===== src/rtl/mult_seq.sv =====
// mult_seq: 32x32 sequential shift-add multiplier, signed or unsigned, fixed 34-cycle latency
module mult_seq (
   input  logic        clk,
   input  logic        reset,
   input  logic        start,
   input  logic        sign,
   input  logic [31:0] A,
   input  logic [31:0] B,
   output logic        busy,
   output logic        done,
   output logic [31:0] outHigh,
   output logic [31:0] outLow,
   output logic        Z,
   output logic        N,
   output logic        C,
   output logic        V
);
   localparam logic [1:0] IDLE = 2'd0, RUN = 2'd1, FIX = 2'd2, DONE = 2'd3;
   logic [1:0]  state;
   logic        sign_l, res_neg;
   logic [31:0] a_mag, b_mag;
   logic [63:0] acc, prod;
   logic [4:0]  count;
   assign prod = res_neg ? -acc : acc;
   assign busy = state != IDLE;
   assign done = state == DONE;
   assign C    = 1'b0;
   always_ff @(posedge clk or posedge reset)
      if (reset) begin
         state   <= IDLE;
         sign_l  <= 1'b0;
         res_neg <= 1'b0;
         a_mag   <= '0;
         b_mag   <= '0;
         acc     <= '0;
         count   <= '0;
         outHigh <= '0;
         outLow  <= '0;
         Z       <= 1'b0;
         N       <= 1'b0;
         V       <= 1'b0;
      end else
         case (state)
            IDLE: if (start) begin
               state   <= RUN;
               sign_l  <= sign;
               // negating 0x80000000 yields 0x80000000, read as unsigned 2^31
               a_mag   <= (sign & A[31]) ? -A : A;
               b_mag   <= (sign & B[31]) ? -B : B;
               res_neg <= sign & (A[31] ^ B[31]);
               acc     <= '0;
               count   <= '0;
            end
            RUN: begin
               if (b_mag[count]) acc <= acc + ({32'd0, a_mag} << count);
               count <= count + 5'd1;
               if (count == 5'd31) state <= FIX;
            end
            FIX: begin
               {outHigh, outLow} <= prod;
               Z     <= prod == 64'd0;
               N     <= sign_l & prod[63];
               V     <= sign_l ? (prod[63:32] != {32{prod[31]}}) : (prod[63:32] != 32'd0);
               state <= DONE;
            end
            default: state <= IDLE;
         endcase
endmodule


===== config.mk =====
export PLATFORM = sky130hd
export DESIGN_NAME = mult_seq
export DESIGN_NICKNAME = d
export VERILOG_FILES = /design/src/rtl/mult_seq.sv
export SDC_FILE = /design/constraint.sdc
export NUM_CORES = 1
export LEC_CHECK = 0
export ABC_AREA = 1
export BUFFER_PORTS_ARGS = -buffer_cell sky130_fd_sc_hd__clkbuf_2
export CAP_MARGIN = 20
export CORE_AREA = 4 4 214 216
export DETAILED_ROUTE_END_ITERATION = 8
export DIE_AREA = 0 0 218 220
export GPL_TIMING_DRIVEN = 1
export PLACE_DENSITY = 0.68
export SYNTH_ARGS = -nofsm -noshare
export SYNTH_HDL_FRONTEND = slang
export SYNTH_SLANG_ARGS = --single-unit

===== constraint.sdc =====
create_clock -name clk -period 7 [get_ports clk]
set_input_delay 0.7 -clock clk [delete_from_list [all_inputs] [get_ports clk]]
set_output_delay 0.7 -clock clk [all_outputs]
set_load 0.005 [all_outputs]

; ---- Word level (Yosys, flattened, before mapping)
; Index checks and enable logic that the tools add are counted.
[classes]
n_bitwise = 5
n_mux = 14
addsub = 5
magnitude_cmp = 1
n_eq_ne = 8
n_reduce_logical = 9
n_shift = 1
[op_table]
columns = op, count
row1 = 64-bit two-way mux, 3
row2 = 64-bit case mux with 2 select lines, 1
row3 = 64-bit adder, 1
row4 = 64-bit zero test, 1
row5 = 32-bit two-way mux, 2
row6 = 32-bit negator, 2
row7 = 64-bit negator, 1
row8 = 32-bit by 5-bit << shifter with 64-bit output, 1
row9 = 32-bit != test, 1
row10 = 32-bit nonzero test, 1
row11 = 5-bit case mux with 2 select lines, 1
row12 = 5-bit by 6-bit < comparator with 1-bit output (second input constant), 1
row13 = 2-bit != test (second input constant), 3
row14 = 2-bit case mux with 3 select lines, 1
row15 = 2-bit AND reduction, 3
row16 = 5-bit by 1-bit adder with 5-bit output (second input constant), 1
row17 = 1-bit binary-select mux with 5-bit select, 1
row18 = 5-bit == test (second input constant), 1
row19 = 5-bit two-way mux, 1
row20 = 1-bit bitwise AND, 4
row21 = 2-bit == test (second input constant), 2
row22 = 2-bit two-way mux, 2
row23 = 2-bit nonzero test, 2
row24 = 3-bit AND reduction, 1
row25 = other kinds (4), 5
[totals]
input_bits = 68
out_inout_bits = 70
word_cells = 55
reg_bits = 204

; ---- Depth between registers and ports, before layout
[logic_depth]
word_depth = 4
mapped_depth = 29
ltp_nobuf = 27

; ---- Worst setup path before layout
; OpenSTA, ideal clock, no wires.
[synth_timing]
kind = register -> register
startpoint = register count[0]
endpoint = register acc[54]
synth_period_minus_slack_ns = 3.352
path_stages_with_launch = 27
setup_time_ns = 0.117
required_ns = 6.883
arrival_time_ns = 3.235
n_path_buf = 4
path_slack_ns = 3.648
cell_sequence = dfrtp_1 buf_4 buf_2 buf_2 buf_4 nand2_1 nand2_1 nand2_1 o21ai_0 nand2_1 o21ai_0 a22oi_1 nor2_1 ha_1 nand2_1 o21ai_0 a21oi_1 o21ai_1 a21oi_1 o21ai_1 nand2_1 nand2_1 nand2_1 nand2_1 nand2_1 nand3_1 nand2_1
[synth_via]
elab_chain_cells = 4
elab_cells_between_ends = 8
classes_between = add/sub: 1 / eq/ne: 1 / shift: 1 / mux: 4 / reduce/logical: 1
[synth_lines]
columns = item, line
row1 = start: declaration, 23  ; logic [4:0] count;
row2 = start signal: assignment, 56  ; count <= count + 5'd1;
row3 = 32-bit by 5-bit << shifter with 64-bit output / 1-bit binary-select mux with 5-bit select (equally long branches), 55  ; if (b_mag[count]) acc <= acc + ({32'd0, a_mag} << count);
row4 = 64-bit adder / 1-bit two-way mux (equally long branches), 55
row5 = 64-bit two-way mux / 2-bit != test (equally long branches), n/a
row6 = 64-bit case mux with 2 select lines / 3-bit AND reduction (equally long branches), n/a
row7 = end signal: assignment, 55
row8 = end: declaration, 22  ; logic [63:0] acc, prod;
; Parallel ways exist; a longest one is shown, timed or not. The select of a mux whose other input is x is not followed.
; A chain may end at the register's enable or synchronous reset.

; ---- Final worst setup path
[layout_timing]
startpoint = register count[3]
endpoint = register acc[56]
; The elaborated chain is that of the path after synthesis.

==> flow_metrics.env <==
export IMPL_p_leak_nw=10.1
export IMPL_hold_viol_final=0
export IMPL_grt_use_total_pct=27.5
export IMPL_syn_avg_cell_area_sq_um=6.34
export IMPL_ys_ff_latch=204
export IMPL_vdd_drop_max_mv=0.200
export IMPL_fin_crit_sh_pct=81.4
export IMPL_setup_tns_ns=0
export IMPL_clk_pin_slew_ns=0.06
export IMPL_drcViolationCount=0
export IMPL_grt_pass1_vias=18500
export IMPL_cts_resized=0
export IMPL_yosysTopAreaCellShare_pct=27.9
export IMPL_setup_viol=0
export IMPL_worst_pin_slew_ns=0.987
export IMPL_grt_pass1_wl_mm=103
export IMPL_clkSinkCount=204
export IMPL_drv_cap=0
export IMPL_maxSlewViolCount=0
export IMPL_min_period_ns=5.70
export IMPL_ant_nets=0
export IMPL_path_max_fanout=38
export IMPL_end_kind="flip-flop"
export IMPL_ios=138
export IMPL_slew_headroom_pct=34.2
export IMPL_synth_area_leaders="dfrtp_1 28%, nand2_1 17%, o21ai_0 8.2%"
export IMPL_floorplan_die_width_um=218
export IMPL_async_flop_share_pct=100
export IMPL_grt_ovfl_total=0
export IMPL_netlist_instances=2891
export IMPL_antenna_found_initial=0
export IMPL_synth_cell_type_count=55
export IMPL_antenna_cells=0
export IMPL_post_cts_buffers=0
export IMPL_synth_common_cells="809 x nand2_1, 371 x nor2_1, 299 x o21ai_0, 265 x inv_1, 204 x dfrtp_1"
export IMPL_drive_above_1_share_pct=8.76
export IMPL_synth_top_cell_by_area="dfrtp_1"
export IMPL_p_total_mw=10.4
export IMPL_hp_class="in -> async"
export IMPL_die_area_sq_mm=0.0480
export IMPL_gp_congestion=0.997
export IMPL_numCtsBuffers=25
export IMPL_yosysMostFrequentCell="nand2_1"
export IMPL_grt_setup_unrepaired="no"
export IMPL_syn_to_final_growth_pct=10.3
export IMPL_initial_core_util_pct=41.7
export IMPL_fp_row_count=77
export IMPL_tritoncts="done"
export IMPL_ctsHoldBuffers=0
export IMPL_critPathArrivalTime_ns=6.10
export IMPL_synth_main_ff_cell="dfrtp_1"
export IMPL_root_buffer="clkbuf_16"
export IMPL_syn_nets=3032
export IMPL_power_density_mw_per_mm2=515
export IMPL_rr_worst_depth=18
export IMPL_hpwl_mm=55.3
export IMPL_max_freq_ghz=0.175
export IMPL_wl_mm=68.0
export IMPL_status="completed"
export IMPL_drt_iter0_drc=1666
export IMPL_ys_warn_count=0
export IMPL_nFillCells=4773
export IMPL_fp_coreArea_sq_mm=0.0439
export IMPL_fin_worst_skew_ns=0.0114
export IMPL_layout_nets=3107
export IMPL_htreeDepth=1
export IMPL_wire_per_inst_um=19.0
export IMPL_viasPerCell=5.46
export IMPL_vias=19500
export IMPL_synth_edff_count=0
export IMPL_clock_latency_ns=0.55
export IMPL_grt_start_max_net_pins=143
export IMPL_syn_area_sq_mm=0.0183
export IMPL_port_buffers=136
export IMPL_synth_seq_area_share_pct=27.9
export IMPL_cp_start_kind="flip-flop"
export IMPL_die_h_um=220
export IMPL_drtPass1Iterations=6
export IMPL_cts_buffer_depth=3
export IMPL_worstSetupPathType="reg -> reg"
export IMPL_required_ns=7.40
==> state kept, by name (all words and copies together), names as in the netlist, 2 cells and up <==
| register | cells |
|---|---|
| count | 5 |
| state | 2 |
| outLow | 32 |
| b_mag | 32 |
| acc | 64 |
| a_mag | 32 |
| outHigh | 32 |
==> through the flow <==
step	worst slack [ns]	instances	cell area, sq um	hold WS, ns	utilization (%)
6_report	1.30	3572	20200	0.175	46.0
5_1_grt	0.949	3572	20200	0.204	46.0
4_1_cts	1.52	3571	20200	0.429	45.9
3_5_place_dp	1.55	3530	19400	0.462	44.1
3_3_place_gp	1.61	3529	19400	0.461	44.1
2_1_floorplan	0.733	2891	18300	0.444	-
==> cell families after synthesis <==
family	after synthesis	share of synthesized area, %
compound gates	614	18.3
simple gates	1494	34.3
xor+xnor	104	4.97
buf+inv	378	8.30
mux	23	1.26
flops	204	27.9
other cells	1	0.0205
fa+ha+maj	73	5.03
==> cell type report <==
class / instances / area (sq um) / share of cell area, %
multi-input combinational: 2309 / 11700 / 57.9
sequential: 204 / 5110 / 25.3
inverter: 278 / 1060 / 5.23
timing repair buffer: 148 / 803 / 3.97
tap: 592 / 741 / 3.66
clock buffer: 33 / 696 / 3.44
clock inverter: 8 / 104 / 0.514
==> where the power goes <==
part           total, mW  switching, mW  internal (mW)
Sequential          2.04          0.422           1.62
Combinational       7.05           4.95           2.11
Clock               1.31          0.540          0.766
==> worst max-delay path: stages (launching register included) <==
cell      delay, ns
dfrtp_1        0.98
clkinv_1       0.99
nor2_1         0.70
a22oi_1        0.34
mux2i_1        0.38
ha_1           0.29
nand2_1        0.10
nor2_1         0.11
inv_1          0.08
nor2_1         0.11
inv_1          0.06
nor3_1         0.37
nand3_1        0.15
nand3_1        0.31
nand2_1        0.12
nand3_1        0.14
a21oi_1        0.08
o21ai_1        0.12
o21ai_0        0.11
==> path summary, 6_finish.rpt <==
| kind | to | startpoint | slack (ns) |
|---|---|---|---|
| setup reg to reg | acc[56]$_DFFE_PP0P_ | count[3]$_DFFE_PP0P_ | 1.30 |
| max in group asynchronous | outHigh[29]$_DFFE_PP0P_ | reset | 5.66 |
| setup / recovery | acc[56]$_DFFE_PP0P_ | count[3]$_DFFE_PP0P_ | 1.30 |
| hold / removal | acc[8]$_DFFE_PP0P_ | reset | 0.18 |
| min in group clk | b_mag[0]$_DFFE_PP0P_ | B[0] | 0.45 |
| hold reg to reg | b_mag[31]$_DFFE_PP0P_ | b_mag[31]$_DFFE_PP0P_ | 0.47 |
==> layer usage <==
metal	GRT usage [%]	vias up	share of wire, %
met3	3.25	144	6.4
met4	11.1	0	4.4
li1	-	9677	-
met5	0	-	0
met1	35.9	9011	44
met2	46.5	662	46
==> cell usage in the layout (no fill, tap or decap), drive strengths merged, types with 9 or more instances in the layout <==
cell and instances:
o31ai 9, nand2 836, nand3 167, o21ai 357, nor2 391, nand4 29
a21o 11, nand3b 12, a21oi 140, o22ai 29, dfrtp 204, xnor2 23
ha 72, nor3 35, mux2i 23, clkbuf 169, inv 275, nor4 11
buf 12, xor2 81, a31oi 34
No activity file was read; power rests on OpenSTA's default activity.
